`src/rtl/ex_mem_buffer.sv`:
```
// EX->MEM elastic pipeline register: 2-entry skid buffer (head H, skid S) with head forwarding.
// Optional saturating stall counter port enabled by defining EX_MEM_STALL_CNT_EN.
module ex_mem_buffer #(
  parameter int unsigned DATA_W = 32,
  parameter int unsigned ADDR_W = 5
) (
  input  logic              clk,
  input  logic              rst,
  input  logic              flush,
  input  logic              in_valid,
  output logic              in_ready,
  input  logic [ADDR_W-1:0] dest_addr,
  input  logic              write_or_not,
  input  logic [DATA_W-1:0] wdata,
  output logic              out_valid,
  input  logic              out_ready,
  output logic [ADDR_W-1:0] dest_addr_output,
  output logic              write_or_not_output,
  output logic [DATA_W-1:0] wdata_output,
  output logic              fwd_valid,
  output logic [ADDR_W-1:0] fwd_addr,
  output logic [DATA_W-1:0] fwd_data
`ifdef EX_MEM_STALL_CNT_EN
  ,
  output logic [31:0]       stall_count
`endif
);

  typedef enum logic [1:0] {StEmpty, StOne, StTwo} state_e;

  state_e              state_q, state_d;
  logic                in_ready_q, in_ready_d;
  logic [ADDR_W-1:0]   h_addr_q, h_addr_d, s_addr_q, s_addr_d;
  logic                h_we_q, h_we_d, s_we_q, s_we_d;
  logic [DATA_W-1:0]   h_data_q, h_data_d, s_data_q, s_data_d;

  logic accept, drain, cap_we;

  assign accept = in_valid & in_ready_q;
  assign drain  = (state_q != StEmpty) & out_ready;
  // Writes to the zero register are dropped at capture; data is still kept.
  assign cap_we = write_or_not & (dest_addr != '0);

  always_comb begin
    state_d  = state_q;
    h_addr_d = h_addr_q;
    h_we_d   = h_we_q;
    h_data_d = h_data_q;
    s_addr_d = s_addr_q;
    s_we_d   = s_we_q;
    s_data_d = s_data_q;
    if (flush) begin
      state_d = StEmpty;
      h_we_d  = 1'b0;
    end else begin
      unique case (state_q)
        StEmpty: begin
          if (accept) begin
            state_d  = StOne;
            h_addr_d = dest_addr;
            h_we_d   = cap_we;
            h_data_d = wdata;
          end
        end
        StOne: begin
          if (accept && drain) begin
            h_addr_d = dest_addr;
            h_we_d   = cap_we;
            h_data_d = wdata;
          end else if (accept) begin
            state_d  = StTwo;
            s_addr_d = dest_addr;
            s_we_d   = cap_we;
            s_data_d = wdata;
          end else if (drain) begin
            state_d = StEmpty;
            h_we_d  = 1'b0;
          end
        end
        StTwo: begin
          if (drain) begin
            state_d  = StOne;
            h_addr_d = s_addr_q;
            h_we_d   = s_we_q;
            h_data_d = s_data_q;
          end
        end
        default: begin
          state_d = StEmpty;
          h_we_d  = 1'b0;
        end
      endcase
    end
    // Registered so in_ready has no combinational path from out_ready.
    in_ready_d = (state_d != StTwo);
  end

  always_ff @(posedge clk) begin
    if (rst) begin
      state_q    <= StEmpty;
      in_ready_q <= 1'b1;
      h_addr_q   <= '0;
      h_we_q     <= 1'b0;
      h_data_q   <= '0;
      s_addr_q   <= '0;
      s_we_q     <= 1'b0;
      s_data_q   <= '0;
    end else begin
      state_q    <= state_d;
      in_ready_q <= in_ready_d;
      h_addr_q   <= h_addr_d;
      h_we_q     <= h_we_d;
      h_data_q   <= h_data_d;
      s_addr_q   <= s_addr_d;
      s_we_q     <= s_we_d;
      s_data_q   <= s_data_d;
    end
  end

  assign in_ready            = in_ready_q;
  assign out_valid           = (state_q != StEmpty);
  assign dest_addr_output    = h_addr_q;
  assign write_or_not_output = h_we_q & out_valid;
  assign wdata_output        = h_data_q;
  assign fwd_valid           = write_or_not_output;
  assign fwd_addr            = h_addr_q;
  assign fwd_data            = h_data_q;

`ifdef EX_MEM_STALL_CNT_EN
  logic [31:0] stall_q, stall_d;

  always_comb begin
    stall_d = stall_q;
    if (out_valid && !out_ready && (stall_q != 32'hFFFF_FFFF)) begin
      stall_d = stall_q + 32'd1;
    end
  end

  always_ff @(posedge clk) begin
    if (rst) begin
      stall_q <= '0;
    end else begin
      stall_q <= stall_d;
    end
  end

  assign stall_count = stall_q;
`endif

endmodule

```
`config.mk`:
```
export PLATFORM = sky130hd
export DESIGN_NAME = ex_mem_buffer
export DESIGN_NICKNAME = d
export VERILOG_FILES = /design/src/rtl/ex_mem_buffer.sv
export SDC_FILE = /design/constraint.sdc
export NUM_CORES = 1
export LEC_CHECK = 0
export CAP_MARGIN = 5
export CORE_ASPECT_RATIO = 1.75
export CORE_MARGIN = 3
export CORE_UTILIZATION = 45
export DETAILED_ROUTE_END_ITERATION = 16
export PLACE_DENSITY = 0.84
export RECOVER_POWER = 25
export SYNTH_ARGS = -nofsm -noshare
export SYNTH_HDL_FRONTEND = slang
export SYNTH_SLANG_ARGS = --single-unit
```
`constraint.sdc`:
```
create_clock -name clk -period 1.55 [get_ports clk]
set_input_delay 0.2325 -clock clk [delete_from_list [all_inputs] [get_ports clk]]
set_output_delay 0.2325 -clock clk [all_outputs]
set_load 0.05 [all_outputs]
```
==> results.yml, run 1 <==
outcome:
  status: "complete, no violations"
cts:
  clkLatencyLatePin_ps: 340
  clk_pin_slew_worst_paths_ps: 60
  htree_levels: 3
  cts_buffers: 9
  clockRootBuffer: "clkbuf_16"
  clkSinkCount: 79
  cts_buffer_depth: 2
  cts_tree: "built"
placed_design:
  dp_cells: 647
  pre_cts_slack_ps: -370
  placed_cell_area_mm2: 0.00469
  dpl.hpwl_um: 7000
  gp_congestion: 0.843
  numPortBuffers: 120
sta:
  setup_ws_ps: 53.4
  hold_viol: 0
  fmax_mhz: 668
  timing.slew.headroom_pct: 60.4
  min_period_over_period_pct: 96.6
  rsz0062_at_grt: "true"
  setup_violations: 0
  drv_slew: 0
  period_needed_ps: 1500
  tightest_slew_ps: 596
  hold_slack_ps: 165
  skew_ps: 7.61
final_layout:
  finalNonFillerCells: 666
  nNetsFinal: 615
  antenna_cells: 0
  area_delta_synth_final_pct: 33.4
  final_util_pct: 62.4
  drive_above_1_share_pct: 23.1
  fin_area_mm2: 0.00500
synth:
  syn_nets: 534
  yosysWarnings: 0
  synth_cells: 491
  synth-seq-cells: 79
  synthTopCellsByArea: "dfxtp_1 (42%), nand2_1 (15%), a21oi_1 (10%)"
  synth_top_area_cell: "dfxtp_1"
  ys.flop_type: "dfxtp_1"
  async_flop_share_pct: 0
  ys_types: 33
  seq_area_frac_synth_pct: 42.2
  syn_area_mm2: 0.00375
  synth_area_per_cell_um2: 7.64
  synth_top_area_share_pct: 42.2
  synth_edf_count: 0
global_routing:
  antenna_found_initial: 0
  grt_pass1_wl_um: 16100
  grt_pass1_vias: 3461
  grt_use_total_pct: 21.6
  grt_max_degree: 43
  gr-total-overflow: 0
routing:
  drc: 0
  viasPerCell: 5.55
  vias: 3698
  wirelength_um: 10500
  wl_per_cell_um: 15.8
  first_iter_violations: 379
  first_pass_iters: 5
  ant_nets: 0
pwr:
  p_leak_nw: 2.04
  ir_worst_vdd_v: 0.000861
  p_clk_share_pct: 39.5
  p_seq_share_pct: 42.0
  power_density_mw_per_mm2: 1010
  internal_power_mw: 3.61
  p_comb_share_pct: 18.5
  switching_share_pct: 28.8
  p_switching_mw: 1.46
floorplanning:
  ios: 121
  chipHeight_um: 127
  die_x_um: 75.0
  initial_core_util_pct: 46.8
  die-area_mm2: 0.00951
  core_mm2: 0.00802
  fp-row-count: 43
setup_path:
  crit_chain: "buf_6, nand3b_1, a21boi_4, clkbuf_16, a211o_1, a21oi_1"
  crit_slowest_cell: "dfxtp_2"
  cp-end-kind: "flop"
  critical_path_peak_fanout: 21
  r2r_end: "dest_addr_output[4]"
  critPathBufInv: 2
  cp_top_family: "compound AO/OA/AOI/OAI gates"
  cp.required_ps: 1810
  cpPeakStageDelay_ps: 360
  rr_worst_depth: 6
  timing.rr.start: "state_q[1]"
  regToRegSetupSlack_ps: 50
  cp-start-kind: "flop"
  crit_type: "reg2reg"
  cp.arrival_ps: 1760
hold_path:
  hold_path_depth: 2
  hp-class: "in2reg"
  hold_start: "rst"
  holdPathEnd: "s_data_q[5]"
job:
  maxCapViolCount: 0
routing by layer:
metal | share of wire (%) | GRT usage (%) | up-vias
li1 | - | - | 1789
met1 | 37 | 24.7 | 1751
met2 | 54 | 36.7 | 135
met3 | 5.5 | 5.15 | 23
met4 | 2.6 | 9.64 | 0
met5 | 0 | 0 | -
cell usage after synthesis, types with 2 or more instances:
cell,count
inv_1,2
o21ai_0,22
buf_4,46
o21ai_1,15
nand3b_1,3
clkbuf_1,24
nor2b_1,4
clkbuf_4,2
nand2_1,152
a21oi_1,77
dfxtp_1,79
nor2_1,2
a211o_1,37
buf_2,7
cell families (layout without fill, tap and decap cells):
logic type             Yosys count  in the layout  share of synthesized area [%]
AND/OR/NAND/NOR                169            169                           18.2
AO/OA/AOI/OAI                  159            159                           25.8
buffers and inverters           83            168                           13.5
flip-flops                      79             79                           42.2
XOR/XNOR                         1              1                          0.234
cell usage in the layout, fill, tap and decap left out, types with 2 or more instances in the layout:
cell / n
nand2_1: 151
clkinv_2: 2
dfxtp_1: 76
nor2b_4: 2
inv_1: 2
buf_4: 57
o21ai_0: 22
clkbuf_16: 11
clkdlybuf4s50_1: 36
clkbuf_1: 6
nand3b_1: 3
buf_12: 8
o21ai_1: 15
dfxtp_2: 2
clkbuf_8: 3
nor2b_1: 2
dlymetal6s2s_1: 4
buf_2: 2
a21oi_1: 76
a211o_1: 37
clkbuf_2: 32
buf_6: 4
flip-flops by register name (all words and copies together) (netlist names):
register / flops
s_data_q: 32
state_q: 2
dest_addr_output: 5
s_addr_q: 5
s_we_q: 1
h_we_q: 1
fwd_data: 32
in_ready: 1
how the worst max path moves through the flow:
stage | start | to | slack [ps] | cells after the start
global placement | dest_addr[1] | h_we_q | -350 | 5
CTS | state_q[1] | write_or_not_output | 20 | 4
global route | state_q[1] | fwd_data[19] | -9 | 6
detailed placement | dest_addr[1] | h_we_q | -370 | 5
finish | state_q[1] | dest_addr_output[4] | 50 | 6
floorplan | state_q[1] | write_or_not_output | 20 | 4
power by group through the flow:
stage	Clock [mW]	Combinational [mW]	Sequential, mW
final	2.01	0.938	2.13
after global routing	2.10	0.993	2.14
after CTS	2.02	0.949	2.13
after detailed placement	0	0.942	2.18
after global placement	0	0.931	2.17
after floorplan	0	0.473	2.33
metrics by stage:
step	total power, mW	TNS (ps)
floorplan	2.80	0
global placement	3.11	-12690
global route	5.24	-25.0
CTS	5.10	0
finish	5.08	0
detailed placement	3.12	-14760
area by class of cell:
type | instances | area, µm²
inverter | 2 | 7.51
clock buffer | 12 | 267
clock inverter | 3 | 17.5
tap | 90 | 113
multi-input combinational | 329 | 1720
sequential | 79 | 1590
fill | 695 | 3010
timing repair buffer | 151 | 1290
timing repair:
item                                    4_1_cts  5_1_grt
resized for setup                             6       15
setup buffers                                 0        1
pin swaps                                     0        3
endpoints found under the setup margin        4       48
hold buffers                                  0        0
gates cloned                                  0        3
Power figures use the tool's default switching activity.
==> inputs of run 2 (changes only) <==
--- a/config.mk
+++ b/config.mk
@@ -6,11 +6,10 @@
 export NUM_CORES = 1
 export LEC_CHECK = 0
 export CAP_MARGIN = 5
-export CORE_ASPECT_RATIO = 1.75
 export CORE_MARGIN = 3
-export CORE_UTILIZATION = 45
+export CORE_UTILIZATION = 46
 export DETAILED_ROUTE_END_ITERATION = 16
-export PLACE_DENSITY = 0.84
+export PLACE_DENSITY = 0.86
 export RECOVER_POWER = 25
 export SYNTH_ARGS = -nofsm -noshare
 export SYNTH_HDL_FRONTEND = slang
==> run 2 against run 1 <==
Effect of this change:
- sequential power about the same
- flip-flop and latch count unchanged
- critical endpoint is now fwd_valid
- die area down 2.5%
- highest routed layer unchanged
==> results.yml, run 2 (synthesized netlist as in run 1, its figures left out) <==
outcome:
  status: "complete, no violations"
floorplanning:
  ios: 121
  fp-row-count: 32
  initial_core_util_pct: 48.0
  core_mm2: 0.00781
  die-area_mm2: 0.00927
  chipHeight_um: 96.3
  die_x_um: 96.3
sta:
  period_needed_ps: 1500
  min_period_over_period_pct: 96.7
  drv_slew: 0
  hold_viol: 0
  setup_violations: 0
  tightest_slew_ps: 346
  timing.slew.headroom_pct: 76.6
  skew_ps: 11.5
  setup_tns_ps: 0
  fmax_mhz: 667
setup_path:
  cp-start-kind: "flop"
  crit_chain: "buf_4, nor2_4, nor2b_4, buf_12"
  crit_start: "state_q[0]"
  critPathBufInv: 2
  timing.rr.start: "state_q[1]"
  crit_type: "reg2out"
  cp-end-kind: "output port"
  critical_path_peak_fanout: 8
  cp.arrival_ps: 1270
  cp.required_ps: 1320
  crit_slowest_cell: "dfxtp_4"
  cpPeakStageDelay_ps: 370
  cp_top_family: "flip-flops"
routing:
  drc: 0
  first_iter_violations: 219
  wirelength_um: 9760
  viasPerCell: 5.31
  wl_per_cell_um: 14.3
  ant_nets: 0
  vias: 3622
  first_pass_iters: 4
placed_design:
  dpl.hpwl_um: 6420
  numPortBuffers: 120
  gp_congestion: 0.806
global_routing:
  grt_use_total_pct: 20.4
  antenna_found_initial: 0
  grt_pass1_wl_um: 15000
  gr-total-overflow: 0
  grt_max_degree: 46
  grt_pass1_vias: 3324
pwr:
  ir_worst_vdd_v: 0.000509
  p_leak_nw: 1.98
  power_density_mw_per_mm2: 904
cts:
  htree_levels: 3
  clk_pin_slew_worst_paths_ps: 80
  cts_buffers: 9
  postCtsHoldBufs: 0
  clockRootBuffer: "clkbuf_8"
  cts_tree: "built"
  cts_buffer_depth: 2
  clkSinkCount: 79
  clkLatencyLatePin_ps: 350
final_layout:
  final_cell_mix: "nand2_1 (152), a21oi_1 (77), dfxtp_1 (76)"
  drive_above_1_share_pct: 23.8
  final_util_pct: 63.5
  antenna_cells: 0
  area_delta_synth_final_pct: 32.3
  nNetsFinal: 618
  final_common_cell: "nand2_1"
hold_path:
  hp-class: "in2reg"
  hold_start: "rst"
job:
  maxCapViolCount: 0
-- run 2: cell count changes in the layout (fill, tap and decap cells not counted), moves of 2 or more --
cell | before | now
clkbuf_16 | 11 | 3
dlymetal6s2s_1 | 4 | 0
clkbuf_2 | 32 | 38
clkinvlp_4 | 1 | 4
clkinv_2 | 2 | 0
clkbuf_1 | 6 | 1
clkdlybuf4s50_1 | 36 | 40
clkbuf_8 | 3 | 11
buf_12 | 8 | 11
buf_4 | 57 | 59
buf_6 | 4 | 1
-- run 2: metrics by stage --
step | cell area (µm²) | power (mW) | hold WS, ps | std cells | setup WS [ps]
CTS | 4940 | 4.51 | 269 | 674 | 7.32
floorplan | 3750 | 2.80 | 356 | 491 | 19.3
global placement | 4730 | 3.10 | 441 | 658 | -293
detailed placement | 4730 | 3.12 | 447 | 658 | -306
global route | 4960 | 4.67 | 272 | 682 | -11.8
finish | 4960 | 4.48 | 282 | 682 | 50.5
-- run 2: power by group --
part / internal, mW / leakage, nW / total, mW / switching, mW
registers: 2.08 / 0.642 / 2.13 / 0.0429
clock network: 0.670 / 0.0809 / 1.42 / 0.753
logic: 0.329 / 1.26 / 0.933 / 0.604
total: 3.08 / 1.98 / 4.48 / 1.40
-- run 2: worst register-to-register path, cell delays in order (launching register included) --
cell	delay, ps
dfxtp_4	390
buf_6	130
nor2b_4	150
buf_4	150
clkbuf_16	150
nand2_1	50
a211o_1	250
a21oi_1	150
-- run 2: metal layers --
layer  GRT usage (%)  wire, µm
met1            25.5      4170
met2            33.8      4740
met3            5.39       718
met4            7.59       127
met5               0         0
-- run 2: path summary, 6_finish.rpt --
path	end	slack, ps	cells past startpoint
max reg2reg	fwd_data[16]	60	7
min reg2reg	s_data_q[20]	460	2
min	fwd_data[5]	280	2
max	fwd_valid	50	4
-- run 2: final cells by class --
type | instances | area (µm²)
flip-flops and latches | 79 | 1590
repair buffers | 154 | 1350
well taps | 102 | 128
clock buffers | 12 | 155
inverters | 2 | 7.51
fillers | 683 | 2850
multi-input cells | 329 | 1700
clock inverters | 4 | 30.0
-- run 2: what timing repair did --
| action | in CTS | in global routing |
|---|---|---|
| setup endpoints to repair | 52 | 26 |
| setup buffers | 0 | 5 |
| gates cloned | 0 | 3 |
| pin swaps | 0 | 2 |
| gates resized for setup | 6 | 3 |
